### src/rtl/alu_seq_if.sv
// Instruction handshake and ALU port bundle for the SIC-4 issue/writeback sequencer.
// The master modport is the sequencer; the slave side holds the instruction source and the ALU.
interface alu_seq_if;
  logic       instr_valid;
  logic       instr_ready;
  logic [7:0] instr;
  logic [7:0] alu_a;
  logic [7:0] alu_b;
  logic [1:0] alu_op;
  logic [7:0] alu_res;
  logic       done;

  modport master (
    input  instr_valid,
    input  instr,
    input  alu_res,
    output instr_ready,
    output alu_a,
    output alu_b,
    output alu_op,
    output done
  );

  modport slave (
    output instr_valid,
    output instr,
    output alu_res,
    input  instr_ready,
    input  alu_a,
    input  alu_b,
    input  alu_op,
    input  done
  );
endinterface

### src/rtl/alu_seq.sv
// Multi-cycle issue/writeback sequencer for the 8-bit SIC-4 ALU with a 4x8 register file.
// Optional zero/neg result flags are built when ALU_SEQ_FLAGS_EN is defined.
module alu_seq (
  input  logic       clk,
  input  logic       rst,
  alu_seq_if.master  bus,
  input  logic       ld_en,
  input  logic [1:0] ld_sel,
  input  logic [7:0] ld_data,
  input  logic [1:0] dbg_sel,
  output logic [7:0] dbg_data
`ifdef ALU_SEQ_FLAGS_EN
  ,
  output logic       zero,
  output logic       neg
`endif
);

  localparam int unsigned Width = 8;
  localparam int unsigned NRegs = 4;

  localparam logic [1:0] StIdle  = 2'd0;
  localparam logic [1:0] StRead  = 2'd1;
  localparam logic [1:0] StExec  = 2'd2;
  localparam logic [1:0] StWrite = 2'd3;

  logic [1:0]       state_q, state_d;
  logic [Width-1:0] ir_q, ir_d;
  logic [Width-1:0] opa_q, opa_d;
  logic [Width-1:0] opb_q, opb_d;
  logic [1:0]       op_q, op_d;
  logic [Width-1:0] res_q, res_d;
  logic [Width-1:0] rf_q [NRegs];
  logic [Width-1:0] rf_d [NRegs];

  // Instruction register fields.
  logic [1:0] ir_op, ir_rd, ir_rs, ir_rt;
  assign ir_op = ir_q[7:6];
  assign ir_rd = ir_q[5:4];
  assign ir_rs = ir_q[3:2];
  assign ir_rt = ir_q[1:0];

  // A pending load always takes priority over instruction acceptance.
  assign bus.instr_ready = (state_q == StIdle) && !ld_en && !rst;
  assign bus.done        = (state_q == StWrite) && !rst;

  // Operand/op registers only change in READ, so the ALU port holds its last EXEC values.
  assign bus.alu_a  = opa_q;
  assign bus.alu_b  = opb_q;
  assign bus.alu_op = op_q;

  assign dbg_data = rf_q[dbg_sel];

  always_comb begin
    state_d = state_q;
    ir_d    = ir_q;
    opa_d   = opa_q;
    opb_d   = opb_q;
    op_d    = op_q;
    res_d   = res_q;
    rf_d    = rf_q;
    case (state_q)
      StIdle: begin
        if (ld_en) begin
          rf_d[ld_sel] = ld_data;
        end else if (bus.instr_valid) begin
          ir_d    = bus.instr;
          state_d = StRead;
        end
      end
      StRead: begin
        opa_d   = rf_q[ir_rs];
        opb_d   = rf_q[ir_rt];
        op_d    = ir_op;
        state_d = StExec;
      end
      StExec: begin
        res_d   = bus.alu_res;
        state_d = StWrite;
      end
      StWrite: begin
        rf_d[ir_rd] = res_q;
        state_d     = StIdle;
      end
      default: state_d = StIdle;
    endcase
  end

  always_ff @(posedge clk) begin
    if (rst) begin
      state_q <= StIdle;
      ir_q    <= '0;
      opa_q   <= '0;
      opb_q   <= '0;
      op_q    <= '0;
      res_q   <= '0;
      for (int i = 0; i < NRegs; i++) begin
        rf_q[i] <= '0;
      end
    end else begin
      state_q <= state_d;
      ir_q    <= ir_d;
      opa_q   <= opa_d;
      opb_q   <= opb_d;
      op_q    <= op_d;
      res_q   <= res_d;
      rf_q    <= rf_d;
    end
  end

`ifdef ALU_SEQ_FLAGS_EN
  logic zero_q, neg_q;

  // Flags track only ALU writebacks; direct loads leave them alone.
  always_ff @(posedge clk) begin
    if (rst) begin
      zero_q <= 1'b0;
      neg_q  <= 1'b0;
    end else if (state_q == StWrite) begin
      zero_q <= (res_q == '0);
      neg_q  <= res_q[Width-1];
    end
  end

  assign zero = zero_q;
  assign neg  = neg_q;
`endif

endmodule
### src/flat_wrapper.sv
// flat-port wrapper written by rule: the top's interface ports become plain ports
module alu_seq_flat 
  (clk, rst, ld_en, ld_sel, ld_data, dbg_sel, dbg_data, bus_instr_valid, bus_instr, bus_alu_res, bus_instr_ready, bus_alu_a, bus_alu_b, bus_alu_op, bus_done);
  alu_seq_if bus_i ();
  input  logic clk;
  input  logic rst;
  input  logic ld_en;
  input  logic [1:0] ld_sel;
  input  logic [7:0] ld_data;
  input  logic [1:0] dbg_sel;
  output logic [7:0] dbg_data;
  input wire logic [$bits(bus_i.instr_valid)-1:0] bus_instr_valid;
  input wire logic [$bits(bus_i.instr)-1:0] bus_instr;
  input wire logic [$bits(bus_i.alu_res)-1:0] bus_alu_res;
  output wire logic [$bits(bus_i.instr_ready)-1:0] bus_instr_ready;
  output wire logic [$bits(bus_i.alu_a)-1:0] bus_alu_a;
  output wire logic [$bits(bus_i.alu_b)-1:0] bus_alu_b;
  output wire logic [$bits(bus_i.alu_op)-1:0] bus_alu_op;
  output wire logic [$bits(bus_i.done)-1:0] bus_done;
  assign bus_i.instr_valid = bus_instr_valid;
  assign bus_i.instr = bus_instr;
  assign bus_i.alu_res = bus_alu_res;
  assign bus_instr_ready = bus_i.instr_ready;
  assign bus_alu_a = bus_i.alu_a;
  assign bus_alu_b = bus_i.alu_b;
  assign bus_alu_op = bus_i.alu_op;
  assign bus_done = bus_i.done;
  alu_seq u_core (.clk(clk), .rst(rst), .bus(bus_i), .ld_en(ld_en), .ld_sel(ld_sel), .ld_data(ld_data), .dbg_sel(dbg_sel), .dbg_data(dbg_data));
endmodule
### config.mk
export PLATFORM = sky130hd
export DESIGN_NAME = alu_seq_flat
export DESIGN_NICKNAME = d
export VERILOG_FILES = /design/src/rtl/alu_seq_if.sv /design/src/rtl/alu_seq.sv /design/src/flat_wrapper.sv
export SDC_FILE = /design/constraint.sdc
export NUM_CORES = 1
export LEC_CHECK = 0
export ABC_AREA = 1
export CAP_MARGIN = 20
export CORE_MARGIN = 2
export CORE_UTILIZATION = 54
export DETAILED_ROUTE_END_ITERATION = 16
export GPL_ROUTABILITY_DRIVEN = 0
export PLACE_DENSITY = 0.8
export SYNTH_ARGS = -nofsm -noshare
export SYNTH_HDL_FRONTEND = slang
export SYNTH_SLANG_ARGS = --single-unit
### constraint.sdc
create_clock -name clk -period 2.2 [get_ports clk]
set_clock_uncertainty 0.2 [all_clocks]
set_input_delay 0.44 -clock clk [delete_from_list [all_inputs] [get_ports clk]]
set_output_delay 0.44 -clock clk [all_outputs]
set_load 0.02 [all_outputs]
Yosys cells after proc, flatten, opt, wreduce, memory -nomap -nowiden. Cells that the tools add are included.

Flip-flop bits (word level): 68.

Order comparisons: 7. Equality and inequality tests: 6. Multiplexer cells: 20. Bitwise gates (word level): 6. Reductions and logical operators: 12.

Operators with widths (number): $bwmux W32 (2); $mux W8 (8); $pmux W32 S2 (1); $bmux W8 S2 (3); $demux W8 S2 (2); $mux W32 (1); $ge A3 B3 Y1 const B (5); $not A2 Y3 (5); $pmux W2 S4 (1); $lt A3 B1 Y1 const B (2); $ne A2 B2 Y1 const B (3); $logic_and A1 B1 Y1 (5); $eq A2 B2 Y1 const B (2); $mux W2 (2); $reduce_and A2 Y1 (2); $reduce_and A3 Y1 (1); $eq A2 B1 Y1 const B (1); $logic_not A1 Y1 (2); $logic_not A2 Y1 (1); $reduce_bool A2 Y1 (1); $not A1 Y1 (1).

Logic depth before layout (Yosys ltp). Gate-level depths: netlist of run 1.

Depth in word-level cells: 8. Depth in mapped cells: 10. Depth with buffers taken out: 9.

Least setup slack after synthesis of run 1. Ideal clock, no wire load.

Kind: input to output. Start: in dbg_sel[0]. End: out dbg_data[1]. Arrival: 1.367 ns. Required time: 1.560 ns. Slack: 0.193 ns. Stages on the path: 6. Path buffers: 2. Cell sequence: buf_2 > inv_1 > buf_2 > o21ai_0 > a21oi_1 > a21oi_1.

Word-level cells in the longest chain between the ends: 4.

Ends and longest elaborated chain: start: declaration (RTL line flat_wrapper.sv:10) `input logic [1:0] dbg_sel;`; $not A2 Y3 (not written as such) (RTL line alu_seq.sv:52) `assign dbg_data = rf_q[dbg_sel];`; $bmux W8 S2 (RTL line alu_seq.sv:52); $mux W8 (not written as such) (2 in series) (RTL line alu_seq.sv:52); end: declaration (RTL line flat_wrapper.sv:11) `output logic [7:0] dbg_data;`.

Every way passes these cells. The select of a mux whose other input is x is not followed.

Worst setup path in the final report of run 1.
Start: in dbg_sel[0]. End: out dbg_data[2].

The elaborated chain is that of the path after synthesis.

==> results of run 1 <==
## cells by family (layout without fill, tap and decap cells)
group                      after synthesis  in the layout  share of synthesized area (%)
and+or+nand+nor                        322            322                           32.7
adders and majority gates                5              5                           1.59
AOI/OAI and AO/OA                      130            130                           18.6
DFF                                     68             68                           34.6
buffers and inverters                  112            177                           12.6
## routing by layer
layer	GRT usage (%)	up-vias
met5	0	-
met4	13.2	0
met3	6.56	39
met2	47.5	217
met1	37.5	1883
li1	-	2122
## report_power, final
| group | internal, mW | total, mW | leakage [nW] | switching, mW |
|---|---|---|---|---|
| registers | 1.58 | 1.84 | 0.556 | 0.259 |
| clock network | 0.733 | 1.22 | 0.116 | 0.486 |
| logic | 0.870 | 2.24 | 1.59 | 1.37 |
## per-stage QoR
stage                     area, µm²  setup TNS, ns  setup WS [ns]  utilization [%]
after CTS                      4830              0        0.00391             67.4
final                          4840              0         0.0728             67.4
after global routing           4840              0         0.0286             67.4
after detailed placement       4620          -5.11         -0.654             64.4
after global placement         4620          -4.61         -0.545             64.4
after floorplan                3940              0          0.193                -
## placed cells by master, fill, tap and decap left out, types with 3 or more instances in the layout
cell type	n
ha_1	5
clkbuf_8	12
nand2_2	4
nand3_1	17
inv_1	73
o211ai_1	32
clkdlybuf4s50_1	47
a21oi_1	34
inv_2	3
nand2_1	171
nand3_2	3
o21ai_0	63
buf_2	8
clkinvlp_4	3
nor2_1	121
buf_4	21
dfxtp_1	68
## state kept, by name, summed over array words and instances, names as in the netlist
signal	cells
u_core.state_q	2
u_core.ir_q	8
u_core.bus.alu_b	8
u_core.bus.alu_a	8
u_core.rf_q	32
u_core.res_q	8
u_core.bus.alu_op	2
## timing repair
item,CTS,global route
setup buffers,0,0
setup endpoints to repair,10,4
gates cloned,1,1
resized for setup,41,5
## final cells by class
class | count | share of cell area (%)
clock inverters | 3 | 1.40
flip-flops and latches | 68 | 28.1
repair buffers | 80 | 14.8
repair inverters | 2 | 0.310
clock buffers | 13 | 3.49
inverters | 79 | 6.18
well taps | 99 | 2.56
multi-input cells | 457 | 43.1
## worst paths after layout
check / from / endpoint / slack [ns] / cells past startpoint
hold / removal: u_core.ir_q[6]$_SDFFE_PP0P_ / u_core.ir_q[6]$_SDFFE_PP0P_ / 0.26 / 2
setup / recovery: dbg_sel[0] / dbg_data[2] / 0.07 / 6
setup reg to reg: u_core.state_q[0]$_SDFFE_PP0P_ / u_core.rf_q[26]$_SDFFE_PP0P_ / 0.23 / 7
hold reg to reg: u_core.ir_q[6]$_SDFFE_PP0P_ / u_core.ir_q[6]$_SDFFE_PP0P_ / 0.26 / 2
## worst min-delay path: cells and delay by family, from the launching register on
family                 cells  cell delay [ns]
buffers and inverters      1             0.06
AO/OA/AOI/OAI              1             0.06
flip-flops                 1             0.30
==> impl_metrics.toml, run 1 <==
[logic_synthesis]
synthTopCellsByCount = "nand2_1, nor2_1, inv_1, dfxtp_1, o21ai_0"
synth_top_area_share_pct = 34.6
synth_cell_type_count = 25
syn-num-nets = 674
synthArstFlopShare_pct = 0
synth_most_common_cell = "nand2_1"
netlist_area_mm2 = 0.00394
synth.area.top_cells = "dfxtp_1, nand2_1, nor2_1"
synth_seq_area_share_pct = 34.6
synth_area_leader_cell = "dfxtp_1"
synthCells = 637
synth_seq_cells = 68
syn_avg_cell_area_um2 = 6.18
yosysWarnings = 0
synth_enable_flop_cells = 0
synth-main-ff-cell = "dfxtp_1"

[run]
maxCapViolations = 0

[placed_design]
dp_hpwl_mm = 7.85
dp.cells = 783
io_buffers = 59

[routing]
vias = 4261
route.met3.wl_um = 914
routed_wl_mm = 11.1
detail_route.wl_per_cell_um = 13.9
drtIter0Drc = 433
drt_pass1_iterations = 5
drc = 0
wl_met1_mm = 4.73
route.met2.wl_mm = 5.06
ant_nets = 0
topRoutingLayerUsed = "met4"
via_per_inst = 5.32

[floorplanning]
die_area_mm2 = 0.00799
fp.dieW_um = 89.4
design.core.area_mm2 = 0.00718
rows = 31
ios = 60
start_util_pct = 54.9
die_y_um = 89.4

[timing]
hold_viol_final = 0
drv_slew = 0
fin_crit_sh_pct = 96.7
fmax_mhz = 470
slew_headroom_pct = 71.2
worst_slew_pin_slew_ns = 0.428
setup_viol = 0
whs_ns = 0.258
rsz0062_at_grt = "false"
fin_crit_ns = 2.13

[setup_path]
crit_arrival_ns = 1.49
cpMostUsedCell = "a21oi_1"
worstPathRequired_ns = 1.56
endpoint_kind = "output pin"
cp_slowest_cell = "dlygate4sd2_1"
critPathBufInv = 3
crit_family = "buffers and inverters"
critPathMaxFanout = 6
startpoint_type = "input port"
slowest_delay_ns = 0.31
crit_chain = "dlygate4sd2_1 > clkinvlp_4 > o21ai_0 > a21oi_1 > a21oi_1 > buf_2"
criticalPathCategory = "in -> out"

[global_route]
grt_pass1_vias = 3943
grt_max_degree = 45
grt_pass1_wl_mm = 18.2
grt_overflow = 0
grtUsageTotal_pct = 29.4
antenna_found_initial = 0

[status]
status = "complete, no violations"

[cts]
cts.sinks = 68
clock_latency_ns = 0.34
cts_tree = "built"
root_buffer = "clkbuf_8"
clk_pin_slew_ns = 0.07
cts_buffer_depth = 2
holdBufCountCts = 0
cts_max_level = 3
cts-buffers-inserted = 9

[layout]
nNetsFinal = 734
multi_input_area_mm2 = 0.00208
nFillCells = 628
instances_no_fill = 801
areaGrowthSynthToFinish_pct = 22.8
diodes = 0
drive_gt1_share_pct = 8.97
regArea_mm2 = 0.00136

[power]
irDropWorstVdd_v = 0.000517
p_per_area_mw_per_mm2 = 1090
leakage_nw = 2.26
total_power_mw = 5.29

[worst_hold_path]
hold_path.class = "reg -> reg"
Note: power is estimated with default switching activity, not from simulation.
==> run 2: changes to the inputs <==
--- a/config.mk
+++ b/config.mk
@@ -8,10 +8,11 @@
 export ABC_AREA = 1
 export CAP_MARGIN = 20
 export CORE_MARGIN = 2
-export CORE_UTILIZATION = 54
+export CORE_UTILIZATION = 56
+export CTS_BUF_LIST = sky130_fd_sc_hd__clkbuf_4
 export DETAILED_ROUTE_END_ITERATION = 16
 export GPL_ROUTABILITY_DRIVEN = 0
-export PLACE_DENSITY = 0.8
+export PLACE_DENSITY = 0.82
 export SYNTH_ARGS = -nofsm -noshare
 export SYNTH_HDL_FRONTEND = slang
 export SYNTH_SLANG_ARGS = --single-unit
==> run 2 against run 1 <==
Critical endpoint is now bus_instr_ready. First-iteration DRC count decreased by 24%. Critical path depth decreased by 1. Maximum frequency increased by 1.3%. Flip-flop and latch count unchanged. Non-clock buffer count increased by 7. Clock-buffer cell count decreased by 3. Hold slack improved by 0.0078 ns. Final area decreased by 1.7%. Largest cell class unchanged. Register-to-register slack about the same. Setup slack improved by 0.028 ns.
==> impl_metrics.toml, run 2 (synthesis results as in run 1) <==
[cts]
clk_pin_slew_ns = 0.10
cts_tree = "built"
cts_max_level = 3
cts-buffers-inserted = 9
cts_buffer_depth = 2
clock_latency_ns = 0.40
holdBufCountCts = 0
root_buffer = "clkbuf_4"
cts.sinks = 68

[floorplanning]
design.core.area_mm2 = 0.00679
fp.dieW_um = 87.9
ios = 60
start_util_pct = 58.0
die_y_um = 87.9
rows = 30
die_area_mm2 = 0.00772

[power]
p_per_area_mw_per_mm2 = 997
irDropWorstVdd_v = 0.000667
total_power_mw = 4.74
leakage_nw = 2.24

[routing]
detail_route.wl_per_cell_um = 13.4
via_per_inst = 5.26
vias = 4210
routed_wl_mm = 10.8
ant_nets = 0
drt_pass1_iterations = 5
drc = 0
drtIter0Drc = 330

[global_route]
grtUsageTotal_pct = 28.8
grt_pass1_vias = 3768
grt_overflow = 0
grt_pass1_wl_mm = 17.3
antenna_found_initial = 0
grt_max_degree = 37

[layout]
nFillCells = 612
diodes = 0
largest_reg_flops = 32
finalInstanceArea_mm2 = 0.00476
instances_no_fill = 801
areaGrowthSynthToFinish_pct = 20.8
drive_gt1_share_pct = 10.2
multi_input_area_mm2 = 0.00210
nNetsFinal = 739
final_common_cell = "nand2_1"
top_register = "u_core.rf_q"
final_cell_mix = "nand2_1, nor2_1, inv_1"
regArea_mm2 = 0.00136
final_util_pct = 70.0

[placed_design]
dp.cells = 786
preCtsSetupSlack_ns = -0.577
place_area_mm2 = 0.00466
dp_hpwl_mm = 7.96
io_buffers = 59

[timing]
fin_crit_ns = 2.10
fmax_mhz = 476
drv_slew = 0
timing.setup.tns_ns = 0
whs_ns = 0.265
fin_crit_sh_pct = 95.4
worst_slew_pin_slew_ns = 0.407
setup_ws_ns = 0.101
hold_viol_final = 0
setup_viol = 0
slew_headroom_pct = 72.6

[setup_path]
cp_slowest_cell = "dfxtp_1"
cpMostUsedCell = "inv_1"
endpoint_kind = "output pin"
crit_arrival_ns = 1.46
startpoint_type = "flip-flop"
slowest_delay_ns = 0.34
crit_chain = "inv_1 > ha_2 > inv_1 > nor3_1 > buf_2"
worstPathRequired_ns = 1.56
criticalPathCategory = "reg -> out"
critPathMaxFanout = 4

[worst_hold_path]
hold_path.class = "reg -> reg"

[status]
status = "complete, no violations"

[run]
maxCapViolations = 0
[run 2: layout make-up]
type | instances | area share (%)
multi-input combinational | 457 | 44.1
sequential | 68 | 28.6
timing repair buffer | 87 | 16.5
inverter | 79 | 6.23
tap | 96 | 2.52
clock buffer | 10 | 1.58
clock inverter | 4 | 0.395
[run 2: critical path: cells and delay by family, from the launching register on]
family | cells | cell delay [ns]
DFF | 1 | 0.34
adders and majority gates | 1 | 0.22
buffers and inverters | 3 | 0.39
and+or+nand+nor | 1 | 0.12
[run 2: metal layers]
layer	vias up	share of wire, %	GRT usage [%]
met5	-	0	0
met4	0	3.4	11.5
met3	35	8.1	5.84
met2	190	46	48.3
met1	1842	42	36.1
li1	2143	-	-
[run 2: what timing repair did]
item                                    in CTS  in global routing
gates cloned                                 0                  1
pin swaps                                    0                  0
endpoints found under the setup margin      10                  9
resized for setup                           48                 15
buffers inserted                             0                  0
[run 2: final timing paths]
| kind | start | end | slack [ns] | cells after the start |
|---|---|---|---|---|
| max reg2reg | u_core.state_q[0]$_SDFFE_PP0P_ | u_core.rf_q[30]$_SDFFE_PP0P_ | 0.23 | 8 |
| min reg2reg | u_core.ir_q[6]$_SDFFE_PP0P_ | u_core.ir_q[6]$_SDFFE_PP0P_ | 0.27 | 2 |
| min | u_core.ir_q[6]$_SDFFE_PP0P_ | u_core.ir_q[6]$_SDFFE_PP0P_ | 0.27 | 2 |
| max | u_core.state_q[1]$_SDFFE_PP0P_ | bus_instr_ready | 0.10 | 5 |
[run 2: where the power goes]
| part | total (mW) | internal, mW | switching (mW) |
|---|---|---|---|
| clock | 0.641 | 0.224 | 0.417 |
| combinational | 2.26 | 0.902 | 1.36 |
| sequential | 1.84 | 1.58 | 0.261 |
